==> src/rtl/rs232_cmd_pkg.sv <==
// rs232_cmd_pkg: opcodes, response codes, controller states and the
// timeout-limit helper shared by the RS-232 command controller.
package rs232_cmd_pkg;

    localparam logic [7:0] OP_WR   = 8'h57;
    localparam logic [7:0] OP_RD   = 8'h52;
    localparam logic [7:0] RSP_ACK = 8'h4B;
    localparam logic [7:0] RSP_BAD = 8'h3F;
    localparam logic [7:0] RSP_TMO = 8'h21;

    typedef enum logic [3:0] {
        ST_IDLE,
        ST_OP_LATCH,
        ST_ADDR_FETCH,
        ST_ADDR_LATCH,
        ST_DATA_FETCH,
        ST_DATA_LATCH,
        ST_EXEC,
        ST_RD_LATCH,
        ST_RESP
    } state_t;

    // Inter-byte timeout in clocks: 10 bit times per character.
    function automatic int unsigned tmo_limit(
        input int unsigned clk_hz,
        input int unsigned baud,
        input int unsigned chars
    );
        return (clk_hz / baud) * 10 * chars;
    endfunction

endpackage

==> src/rtl/rs232_cmd_timer.sv <==
// rs232_cmd_timer: inter-byte timeout counter.
// Ports: clk, rst_n, clear (zero count), enable (count), expired (LIMIT-th enabled cycle).
module rs232_cmd_timer
    import rs232_cmd_pkg::*;
#(
    parameter int unsigned LIMIT = 100
) (
    input  logic clk,
    input  logic rst_n,
    input  logic clear,
    input  logic enable,
    output logic expired
);

    localparam int W = $clog2(LIMIT + 1);

    logic [W-1:0] cnt_q;

    always_ff @(posedge clk or negedge rst_n) begin
        if (!rst_n) begin
            cnt_q <= '0;
        end else if (clear) begin
            cnt_q <= '0;
        end else if (enable) begin
            cnt_q <= cnt_q + 1'b1;
        end
    end

    // Fires on the LIMIT-th consecutive enabled cycle after a clear.
    assign expired = enable && !clear && (cnt_q == W'(LIMIT - 1));

endmodule

==> src/rtl/rs232_cmd_ctrl.sv <==
// rs232_cmd_ctrl: pops command frames from the RX FIFO, runs register-bus
// writes/reads and pushes one response byte per command. Optional inter-byte
// timeout under `RS232_CMD_TIMEOUT_EN. Ports: RX FIFO (dout/empty/rd_en),
// TX FIFO (data/wr_en/full), register bus (addr/wdata/wr_en/rd_en/rdata),
// busy and cmd_err status.
module rs232_cmd_ctrl
    import rs232_cmd_pkg::*;
#(
    parameter int unsigned P_CLK_FREQ_HZ   = 33000000,
    parameter int unsigned P_BAUD_RATE     = 9600,
    parameter int unsigned P_TIMEOUT_CHARS = 4
) (
    input  logic       clk,
    input  logic       rst_n,
    input  logic [7:0] rx_fifo_dout,
    input  logic       rx_fifo_empty,
    output logic       rx_fifo_rd_en,
    output logic [7:0] tx_fifo_data,
    output logic       tx_fifo_wr_en,
    input  logic       tx_fifo_full,
    output logic [7:0] reg_addr,
    output logic [7:0] reg_wdata,
    output logic       reg_wr_en,
    output logic       reg_rd_en,
    input  logic [7:0] reg_rdata,
    output logic       busy,
    output logic       cmd_err
);

    localparam int unsigned TMO_LIMIT =
        tmo_limit(P_CLK_FREQ_HZ, P_BAUD_RATE, P_TIMEOUT_CHARS);

    if (TMO_LIMIT == 0) begin : g_bad_cfg
        $error("rs232_cmd_ctrl: timeout limit evaluates to zero");
    end

    state_t     state_q, state_d;
    logic [7:0] addr_q, addr_d;
    logic [7:0] wdata_q, wdata_d;
    logic [7:0] resp_q, resp_d;
    logic       is_wr_q, is_wr_d;
    logic       pop;
    logic       in_fetch;
    logic       tmo;

    assign in_fetch = (state_q == ST_ADDR_FETCH) ||
                      (state_q == ST_DATA_FETCH);

`ifdef RS232_CMD_TIMEOUT_EN
    rs232_cmd_timer #(
        .LIMIT (TMO_LIMIT)
    ) u_timer (
        .clk     (clk),
        .rst_n   (rst_n),
        .clear   (!in_fetch || pop),
        .enable  (in_fetch && rx_fifo_empty),
        .expired (tmo)
    );
`else
    assign tmo = 1'b0;
`endif

    always_ff @(posedge clk or negedge rst_n) begin
        if (!rst_n) begin
            state_q <= ST_IDLE;
            addr_q  <= 8'h00;
            wdata_q <= 8'h00;
            resp_q  <= 8'h00;
            is_wr_q <= 1'b0;
        end else begin
            state_q <= state_d;
            addr_q  <= addr_d;
            wdata_q <= wdata_d;
            resp_q  <= resp_d;
            is_wr_q <= is_wr_d;
        end
    end

    always_comb begin
        state_d       = state_q;
        addr_d        = addr_q;
        wdata_d       = wdata_q;
        resp_d        = resp_q;
        is_wr_d       = is_wr_q;
        pop           = 1'b0;
        reg_wr_en     = 1'b0;
        reg_rd_en     = 1'b0;
        tx_fifo_wr_en = 1'b0;
        cmd_err       = 1'b0;
        unique case (state_q)
            ST_IDLE: begin
                if (!rx_fifo_empty) begin
                    pop     = 1'b1;
                    state_d = ST_OP_LATCH;
                end
            end
            ST_OP_LATCH: begin
                unique case (1'b1)
                    (rx_fifo_dout == OP_WR): begin
                        is_wr_d = 1'b1;
                        state_d = ST_ADDR_FETCH;
                    end
                    (rx_fifo_dout == OP_RD): begin
                        is_wr_d = 1'b0;
                        state_d = ST_ADDR_FETCH;
                    end
                    default: begin
                        resp_d  = RSP_BAD;
                        cmd_err = 1'b1;
                        state_d = ST_RESP;
                    end
                endcase
            end
            ST_ADDR_FETCH, ST_DATA_FETCH: begin
                if (!rx_fifo_empty) begin
                    pop     = 1'b1;
                    state_d = (state_q == ST_ADDR_FETCH) ?
                              ST_ADDR_LATCH : ST_DATA_LATCH;
                end else if (tmo) begin
                    // Partial frame is dropped; host sees the timeout code.
                    resp_d  = RSP_TMO;
                    cmd_err = 1'b1;
                    state_d = ST_RESP;
                end
            end
            ST_ADDR_LATCH: begin
                addr_d  = rx_fifo_dout;
                state_d = is_wr_q ? ST_DATA_FETCH : ST_EXEC;
            end
            ST_DATA_LATCH: begin
                wdata_d = rx_fifo_dout;
                state_d = ST_EXEC;
            end
            ST_EXEC: begin
                if (is_wr_q) begin
                    reg_wr_en = 1'b1;
                    resp_d    = RSP_ACK;
                    state_d   = ST_RESP;
                end else begin
                    reg_rd_en = 1'b1;
                    state_d   = ST_RD_LATCH;
                end
            end
            ST_RD_LATCH: begin
                resp_d  = reg_rdata;
                state_d = ST_RESP;
            end
            ST_RESP: begin
                if (!tx_fifo_full) begin
                    tx_fifo_wr_en = 1'b1;
                    state_d       = ST_IDLE;
                end
            end
            default: state_d = ST_IDLE;
        endcase
    end

    // The pop strobe is combinational from !rx_fifo_empty; hold it
    // low while reset is asserted so no byte is lost during reset.
    assign rx_fifo_rd_en = pop && rst_n;
    assign tx_fifo_data  = resp_q;
    assign reg_addr      = addr_q;
    assign reg_wdata     = wdata_q;
    assign busy          = (state_q != ST_IDLE);

endmodule
==> config.mk <==
export PLATFORM = sky130hd
export DESIGN_NAME = rs232_cmd_ctrl
export DESIGN_NICKNAME = d
export VERILOG_FILES = /design/src/rtl/rs232_cmd_pkg.sv /design/src/rtl/rs232_cmd_timer.sv /design/src/rtl/rs232_cmd_ctrl.sv
export SDC_FILE = /design/constraint.sdc
export NUM_CORES = 1
export LEC_CHECK = 0
export ABC_CLOCK_PERIOD_IN_PS = 3500
export CAP_MARGIN = 5
export CORE_MARGIN = 5
export CORE_UTILIZATION = 47
export DETAILED_ROUTE_END_ITERATION = 8
export PLACE_DENSITY = 0.84
export SLEW_MARGIN = 30
export SYNTH_ARGS = -nofsm -noshare
export SYNTH_HDL_FRONTEND = slang
export SYNTH_SLANG_ARGS = --single-unit
==> constraint.sdc <==
create_clock -name clk -period 3.5 [get_ports clk]
set_input_delay 0.35 -clock clk [delete_from_list [all_inputs] [get_ports clk]]
set_output_delay 0.35 -clock clk [all_outputs]
set_load 0.03 [all_outputs]
### Yosys cells after proc, flatten, opt, wreduce, memory -nomap -nowiden

Cells that the tools add are included.
Widths: inputs -> output; s select.

| storage, ports and cells | value |
|---|---|
| bits in latches | 0 |
| word-level logic and storage cells | 53 |
| RAM bits | 0 |
| ROM bits | 0 |
| register bits after elaboration | 29 |
| memories | 0 |

| cells by class | value |
|---|---|
| multipliers | 0 |
| $add $sub $neg | 0 |
| shifts and indexed selects | 0 |
| bitwise logic cells | 0 |
| multiplexer cells | 22 |
| order comparisons | 0 |
| equality and inequality tests | 15 |
| reductions and logical operators | 11 |
| divide/modulo/power cells | 0 |

Operators with widths:

| operator | number |
|---|---|
| $pmux 4 s8 | 1 |
| $pmux 8 s3 | 1 |
| $mux 4 | 5 |
| $eq 4x3->1 const B | 4 |
| $eq 8x7->1 const B | 2 |
| $mux 8 | 2 |
| $mux 1 | 10 |
| $ne 2x2->1 const B | 5 |
| $eq 4x2->1 const B | 2 |
| $reduce_and 3->1 | 2 |
| $eq 4x1->1 const B | 1 |
| $eq 4x4->1 const B | 1 |
| $logic_not 4->1 | 1 |
| $reduce_bool 4->1 | 1 |
| $reduce_or 2->1 | 2 |
| $mux 3 | 1 |
| $reduce_bool 3->1 | 1 |
| $reduce_or 3->1 | 1 |
| $mux 2 | 1 |
| $pmux 1 s2 | 1 |
| $reduce_and 2->1 | 1 |
| $reduce_bool 2->1 | 1 |
| $logic_and 1x1->1 | 1 |

### Logic depth before layout (Yosys ltp)

Gate-level depths: netlist of run 1.

| depth | value |
|---|---|
| depth after elaboration | 4 |
| depth in mapped cells | 5 |
| gate-level depth less buffers | 4 |

### Worst setup path before layout of run 1

OpenSTA, ideal clock, no wires.

| path | value |
|---|---|
| path kind | reg2reg |
| start | register state_q[1] |
| end | register resp_q[2], in the netlist tx_fifo_data[2] |
| buffers on the path | 1 |
| stages on the path, launching flop included | 6 |
| path slack | 1176 ps |
| clock period less this slack | 2324 ps |
| data arrival time | 2199 ps |
| setup time | 125 ps |
| data required time | 3375 ps |
| path through | dfrtp_1 > buf_6 > or4b_4 > or4b_4 > o221ai_4 > mux2_4 |

| on the way | value |
|---|---|
| longest elaborated chain between the ends | 3 |
| elaborated cells on any way between the ends | 8 |

RTL lines:

| element | RTL line | text |
|---|---|---|
| from (decl) | rs232_cmd_ctrl.sv:37 | `state_t state_q, state_d;` |
| from (signal assigned) | rs232_cmd_ctrl.sv:71 | `state_q <= state_d;` |
| $eq 4x3->1 / $eq 4x1->1 (equally long branches) | rs232_cmd_ctrl.sv:90 | `unique case (state_q)` |
| $ne 2x2->1 (no source line) / $reduce_bool 3->1 (equally long branches) | -- |  |
| $reduce_and 3->1 (no source line) | -- |  |
| to (signal assigned) | rs232_cmd_ctrl.sv:74 | `resp_q <= resp_d;` |
| to (decl) | rs232_cmd_ctrl.sv:40 | `logic [7:0] resp_q, resp_d;` |

Parallel ways exist; a longest one is shown, timed or not.
A chain may end at the register's enable or synchronous reset.

### Worst setup path in the final report of run 1

| path | value |
|---|---|
| start | register state_q[0] |
| end | output port cmd_err |

| on the way | value |
|---|---|
| longest elaborated chain between the ends | 2 |

RTL lines:

| element | RTL line | text |
|---|---|---|
| $eq 4x1->1 | rs232_cmd_ctrl.sv:90 |  |
| $mux 1 | -- |  |
| to (decl) | rs232_cmd_ctrl.sv:27 | `output logic cmd_err` |

No other way between the ends.

==> impl_summary.md, run 1 <==
CTS
The number of gates given a new drive strength after cts is 0. The TritonCTS buffer count is 5. Clock-pin slew was measured on the worst setup and hold paths at 90 ps. The maximum level of the CTS H-tree is 2. TritonCTS built the clock tree.

The clock insertion delay at the later pin of the skew report is 320 ps. The clock passes through at most 2 buffers. CTS placed an instance of clkbuf_4 at the clock tree root.

The number of buffers added for setup after CTS is 0. The count of hold buffers inserted by post-cts repair is 0. Counting every sink on the clock net gives 29.

Route
Before antenna repair, the detailed router went through 4 iterations. The routed design has 3190 um of wire. The initial detailed-routing violation count is 48. The remaining number of nets flagged by the antenna check after routing is 0. For this run, design rule violations remaining after detail routing come to 0.

Dividing the detail-routed wire length by the instance count gives 16.1 um. For this block, the via count after detailed routing is 1,071. The detail-routed via count per cell is 5.41.

Hold path
The kind of path behind the tightest hold check is primary input to async pin.

Yosys
The synthesized design contains 29 register bits. The number of nets handed over by synthesis was 135. The sequential-to-total area share from yosys stat is 53.8%. Counting every instance in the synthesized netlist gives 115. The number of warning messages in the yosys log is 0.

Summing every instance area after synthesis gives 0.00135 sq mm. In this run the mean area of a mapped cell was 11.7 sq um. The number of different library cells in the post-synthesis netlist is 30.

Worst setup path
The path depth of the worst reg2reg path is 4. The critical path in this run is classified as flop to output port. In this run the worst path has a maximum fanout of 15. STA classifies the critical path endpoint as an output port. The beginning of the worst register-to-register path is state_q[0].

The critical path starts at state_q[0]. At the worst endpoint, the required time is 3150 ps. The reg-to-reg critical path endpoint is tx_fifo_data[2].

At the worst endpoint, the arrival time is 2290 ps. The startpoint kind of the worst setup timing path is a flop. The setup check on the worst reg-to-reg path leaves a slack of 970 ps.

Final layout
The post-route cell area is 0.00194 sq mm. 0 antenna diodes ended up in the layout. The final core utilization is 70.4%. The register area is 726 sq um. Counting the fill cells in the layout gives 210.

Summing all multi-input logic gate instances after layout gives 567 sq um. For this run, the post-layout net count is 186. The fraction of layout instances using a drive strength above 1 is 19.8%.

Compared with the post-synthesis result, the final layout area differs by 43.9%.

Pwr
Power spread over the standard cell area amounts to 494 mW/mm^2. The leakage dissipation is 0.860 nW. VDD sags by at most 0.422 mV.

Place
The count of buffers from port buffering is 49. The placement-stage cell area is 0.00186 sq mm. Once detailed placement completed, the half-perimeter wirelength came to 2390 um. The congestion estimate from routability-driven global placement came to 0.842.

Floorplan
The boundary pin count is 50. In this run the core area contains 19 standard-cell rows. The die extent in y is 63.6 um. The starting utilization of the core area is 48.9%. The die is 63.6 um wide. The total area inside the core boundary comes to 0.00276 sq mm. The die covers 0.00404 sq mm.

Timing
In this run the tightest slew margin relative to its limit is 71.7%. The worst path uses 75.5% of the clock period. For the pin with the worst max-slew slack, the measured transition is 424 ps. The number of failing hold endpoints at the final stage came to 0. Adding up every negative setup slack in the final design gives 0 ps. Based on the critical path, the design can be clocked at up to 378 MHz. The maximum clock skew at final layout is 3.14 ps.

The smallest clock period supported by the final layout is computed as 2640 ps. The number of slew-limit violations in the final report came to 0. The number of setup violations in the final report is 0. Setup repair after global routing left no endpoint under its margin.

Status
The flow ran to the end, and the final reports show no timing, DRC or antenna violations.

Global route
Global routing consumed, over all layers together, 16.8% of the routing resources. The initial antenna violation count is 0. The number of global-route vias before repair came to 1,156. The first global-routing pass estimated 5400 um of wire. After global routing the overflow that remains totals 0. The maximum number of pins on one net before global-route repair is 30.

Run
The count of maximum capacitance violations is 0.
[placed cells by master, fill, tap and decap left out, drive strengths merged, types with 2 or more instances in the layout]
master and n:
nor2 10, inv 7, o21ai 3, clkdlybuf4s50 49, and3 3, dfrtp 29
nand2 11, nor3 2, a21oi 5, clkbuf 7, mux2 19, nor4b 3
or4b 2
[worst max-delay path, cell delays in order (launching register included)]
cell,delay (ps)
dfrtp_1,610
or4b_4,530
nor2_1,150
clkdlybuf4s50_1,680
[cells by family (layout without fill, tap and decap cells)]
family / Yosys count / in the layout / synth area share, %
AND/OR/NAND/NOR: 37 / 37 / 15.5
flip-flops: 29 / 29 / 53.8
multiplexers: 20 / 20 / 17.4
AO/OA/AOI/OAI: 15 / 15 / 8.44
buffers and inverters: 13 / 65 / 4.17
XOR/XNOR: 1 / 1 / 0.649
[final cells by class]
type	count	area share, %
timing repair buffer	50	25.7
clock buffer	7	2.84
multi-input combinational	73	29.2
inverter	7	1.35
sequential	29	37.4
clock inverter	1	1.55
tap	31	2.00
[metal layers]
metal | track usage [%] | vias up | part of all wire (%)
met2 | 27.2 | 52 | 45
met5 | 0 | - | 0
met3 | 7.46 | 7 | 10
met4 | 7.53 | 0 | 1.4
met1 | 19.0 | 506 | 43
li1 | - | 506 | -
[worst max-delay path by stage]
stage,cells after the start,endpoint
6_report,3,cmd_err
5_1_grt,3,cmd_err
4_1_cts,3,cmd_err
3_5_place_dp,5,cmd_err
3_3_place_gp,5,cmd_err
2_1_floorplan,5,tx_fifo_data[2]
[stage by stage]
stage | cells | setup slack (ps) | hold slack, ps | power, mW
global placement | 190 | 1050 | 489 | 0.674
global route | 198 | 768 | 492 | 1.01
floorplan | 115 | 1180 | 54.4 | 0.564
CTS | 198 | 868 | 451 | 0.969
detailed placement | 190 | 963 | 495 | 0.680
finish | 198 | 858 | 447 | 0.958
[state kept, by name (all words and copies together) (netlist names)]
signal	flops
reg_addr	8
reg_wdata	8
is_wr_q	1
tx_fifo_data	8
state_q	4
[synth_stat cells]
cell type,number,share of area [%]
dfrtp_1,29,54
mux2_2,16,13
nand2_1,11,3.1
nor2_1,10,2.8
inv_1,7,1.9
a21oi_1,5,1.9
clkbuf_1,5,1.4
mux2_4,3,3.3
nor4b_1,3,1.9
o21ai_0,3,1.1
and3_1,2,0.93
nor3_1,2,0.74
or4b_4,2,2.0
a2111oi_0,1,0.65
a21o_1,1,0.56
a22o_2,1,0.74
a22oi_1,1,0.56
and3_2,1,0.56
buf_6,1,0.83
mux2i_1,1,0.74
nand3b_1,1,0.56
nand4_1,1,0.46
nand4b_1,1,0.65
nand4bb_1,1,0.83
nor4_1,1,0.46
o211ai_1,1,0.56
o221ai_4,1,1.9
o22ai_1,1,0.46
or2_2,1,0.46
xor2_1,1,0.65
[report_power, final]
group          switching, mW  leakage, nW  internal (mW)
sequential            0.0394        0.347          0.360
clock                  0.114       0.0455          0.170
combinational          0.149        0.467          0.125
total                  0.303        0.860          0.655
Power figures use the tool's default switching activity.
==> run 2: changes to the inputs <==
Settings changed: ABC_CLOCK_PERIOD_IN_PS 3500 to 2600, CORE_UTILIZATION 47 to 43, PLACE_DENSITY 0.84 to 0.78.
Clock period 3.5 ns to 2.6 ns, I/O delays scaled along.
==> impl_summary.md, run 2 (synthesized netlist as in run 1, its figures left out) <==
Timing
The number of failing hold endpoints at the final stage is 0. The number of setup violations in the final report is 0. The final critical-path required period is 2440 ps. Derived from the worst setup path, the maximum achievable clock frequency is 409 MHz.

Headroom to the max-slew limit came out at 71.9%. At the pin with the least slew margin, the transition time is 421 ps. The final-layout setup total negative slack is 0 ps. Setup repair after global routing left no endpoint under its margin. The number of slew-limit violations in the final report is 0. Of the available clock period, the critical path in the final layout requires 93.9%. The maximum clock skew at final layout is 12.0 ps.

Floorplan
Once the floorplan was initialized, standard cells occupied 44.5% of the core. The core outline area is 0.00303 sq mm. The die covers 0.00436 sq mm.

50 I/O pins were placed. The standard-cell row count is 20. The die extent in y is 66.0 um.

The die boundary width is 66.0 um.

Worst setup path
The most critical setup path has its startpoint at state_q[0]. The arrival time at the worst endpoint is 2180 ps. The critical path's largest stage delay is 750 ps. The critical path ends at tx_fifo_wr_en.

The number of buffers and inverters on the critical path is 2. The worst register-to-register path has a depth of 4. The kind of cell with the highest combined delay along the critical path is buffers and inverters.

In this run the critical register-to-register path is launched from state_q[1]. The setup slack of the most critical reg-to-reg path is 300 ps. Of all nets on the critical path, the largest fanout is 14. The startpoint kind of the worst setup timing path is a flop. The signal on the critical path passes through buf_4, nor2_1, nor4b_1, clkdlybuf4s50_1. The worst setup path is of the flop to output port kind. The reg-to-reg critical path endpoint is tx_fifo_data[4].

The critical path crosses 4 cells after its start point. The type of element capturing the critical path is an output port. The endpoint required time on the critical path is 2340 ps.

The largest individual stage delay along the critical path comes from the cell clkdlybuf4s50_1.

Hold path
In this run the worst hold path is classified as primary input to async pin.

Route
The remaining number of nets flagged by the antenna check after routing is 0. The routed wire length is 3180 um. For this run, design rule violations remaining after detail routing come to 0.

For this run, the detailed router's first-pass iteration total came to 4. After detailed routing, the average wire length per cell comes to 14.7 um. The first routing iteration left 44 violations. The detail-routed via count per cell is 4.98.

Across all layers, the routed design uses 1,075 vias.

Final layout
The number of fillers in the final layout is 251. The number of antenna diodes in the final layout is 0. For this run, the post-layout net count is 191. Compared with the post-synthesis result, the final layout area differs by 45.2%. The fraction of layout instances using a drive strength above 1 is 22.7%.

After routing the design area is 0.00196 sq mm. Leaving out fill and tap cells, the most frequent cells in the layout are clkdlybuf4s50_1, dfrtp_1, mux2_2. The library cell used most frequently in the layout, excluding fill and tap cells, is clkdlybuf4s50_1.

CTS
The clock-pin slew on the worst setup and hold paths is 100 ps. The TritonCTS buffer count is 5. Buffers inserted to repair hold after CTS numbered 0.

The number of buffers added for setup after CTS is 0. The longest clock path from root to sink contains 2 buffers. Post-CTS repair changed the size of 0 cells.

The CTS tree is built. The maximum level of the CTS H-tree is 2. The clock insertion delay at the later pin of the skew report is 330 ps. The cell at the root of the clock tree is clkbuf_4. The clock net in this run drives a total of 29 sinks.

Global route
Global routing used 16.2% of the available tracks. The residual overflow from global routing is 0. The first global-routing pass estimated 5360 um of wire. The maximum number of pins on one net before global-route repair is 30. The initial antenna violation count is 0. The number of global-route vias before repair came to 1,142.

Run
The count of maximum capacitance violations is 0.

Pwr
The peak ir drop on the vdd network is 0.340 mV. Power spread over the standard cell area amounts to 608 mW/mm^2. The leakage dissipation is 0.874 nW.

Place
The placement-stage cell area is 0.00191 sq mm. During placement, the flow inserted port buffers numbering 49. The routability congestion estimate is 0.822.

The half-perimeter wire length of the detailed placement result is 2420 um.

Status
The flow ran to the end, and the final reports show no timing, DRC or antenna violations.
==> run 2: cell types whose count changed in the layout (fill, tap and decap cells not counted) <==
cell             change
clkdlybuf4s50_1      -1
buf_4                +6
clkbuf_8             -1
clkinv_2             +2
bufinv_16            -1
==> run 2: stage by stage <==
step	total power, mW	worst slack, ps	cells	util [%]	hold WS [ps]
final	1.19	158	216	64.7	342
after CTS	1.21	125	216	64.7	336
after global placement	0.934	313	208	63.0	494
after floorplan	0.759	276	115	-	-35.6
after global routing	1.26	50.7	216	64.7	372
after detailed placement	0.941	275	208	63.0	498
==> run 2: where the power goes <==
part           switching (mW)  internal, mW  leakage [nW]
clock network           0.156         0.103        0.0320
logic                   0.242         0.186         0.495
registers              0.0191         0.485         0.347
==> run 2: layout make-up <==
type                       instances  area [sq um]  area share (%)
multi-input combinational         73           567            28.9
clock buffer                       6          41.3            2.11
inverter                           7          26.3            1.34
timing repair buffer              55           533            27.2
tap                               44          55.1            2.81
sequential                        29           726            37.1
clock inverter                     2          10.0           0.511
==> run 2: worst min-delay path by stage <==
stage | startpoint | end | slack, ps | depth (start not counted)
final | rst_n | tx_fifo_data[2] | 340 | 2
after global routing | rst_n | tx_fifo_data[2] | 370 | 2
after CTS | rst_n | tx_fifo_data[2] | 340 | 2
after detailed placement | reg_addr[1] | reg_addr[1] | 500 | 1
after global placement | reg_wdata[1] | reg_wdata[1] | 490 | 1
after floorplan | rst_n | is_wr_q | -40 | 0
==> run 2: layer usage <==
metal	global-route usage (%)	vias to the layer above	share of wire (%)
met4	4.57	0	1.3
met5	0	-	0
li1	-	517	-
met2	24.4	43	44
met3	7.31	5	10
met1	20.9	510	45
==> run 3: changes to the inputs <==
Settings changed: SYNTH_HIERARCHICAL set to 1.
==> results of run 3 <==
No change in the layout: final DEF, timing and power equal those of run 2.
Among the figures that moved: Yosys warning count 0 -> 6
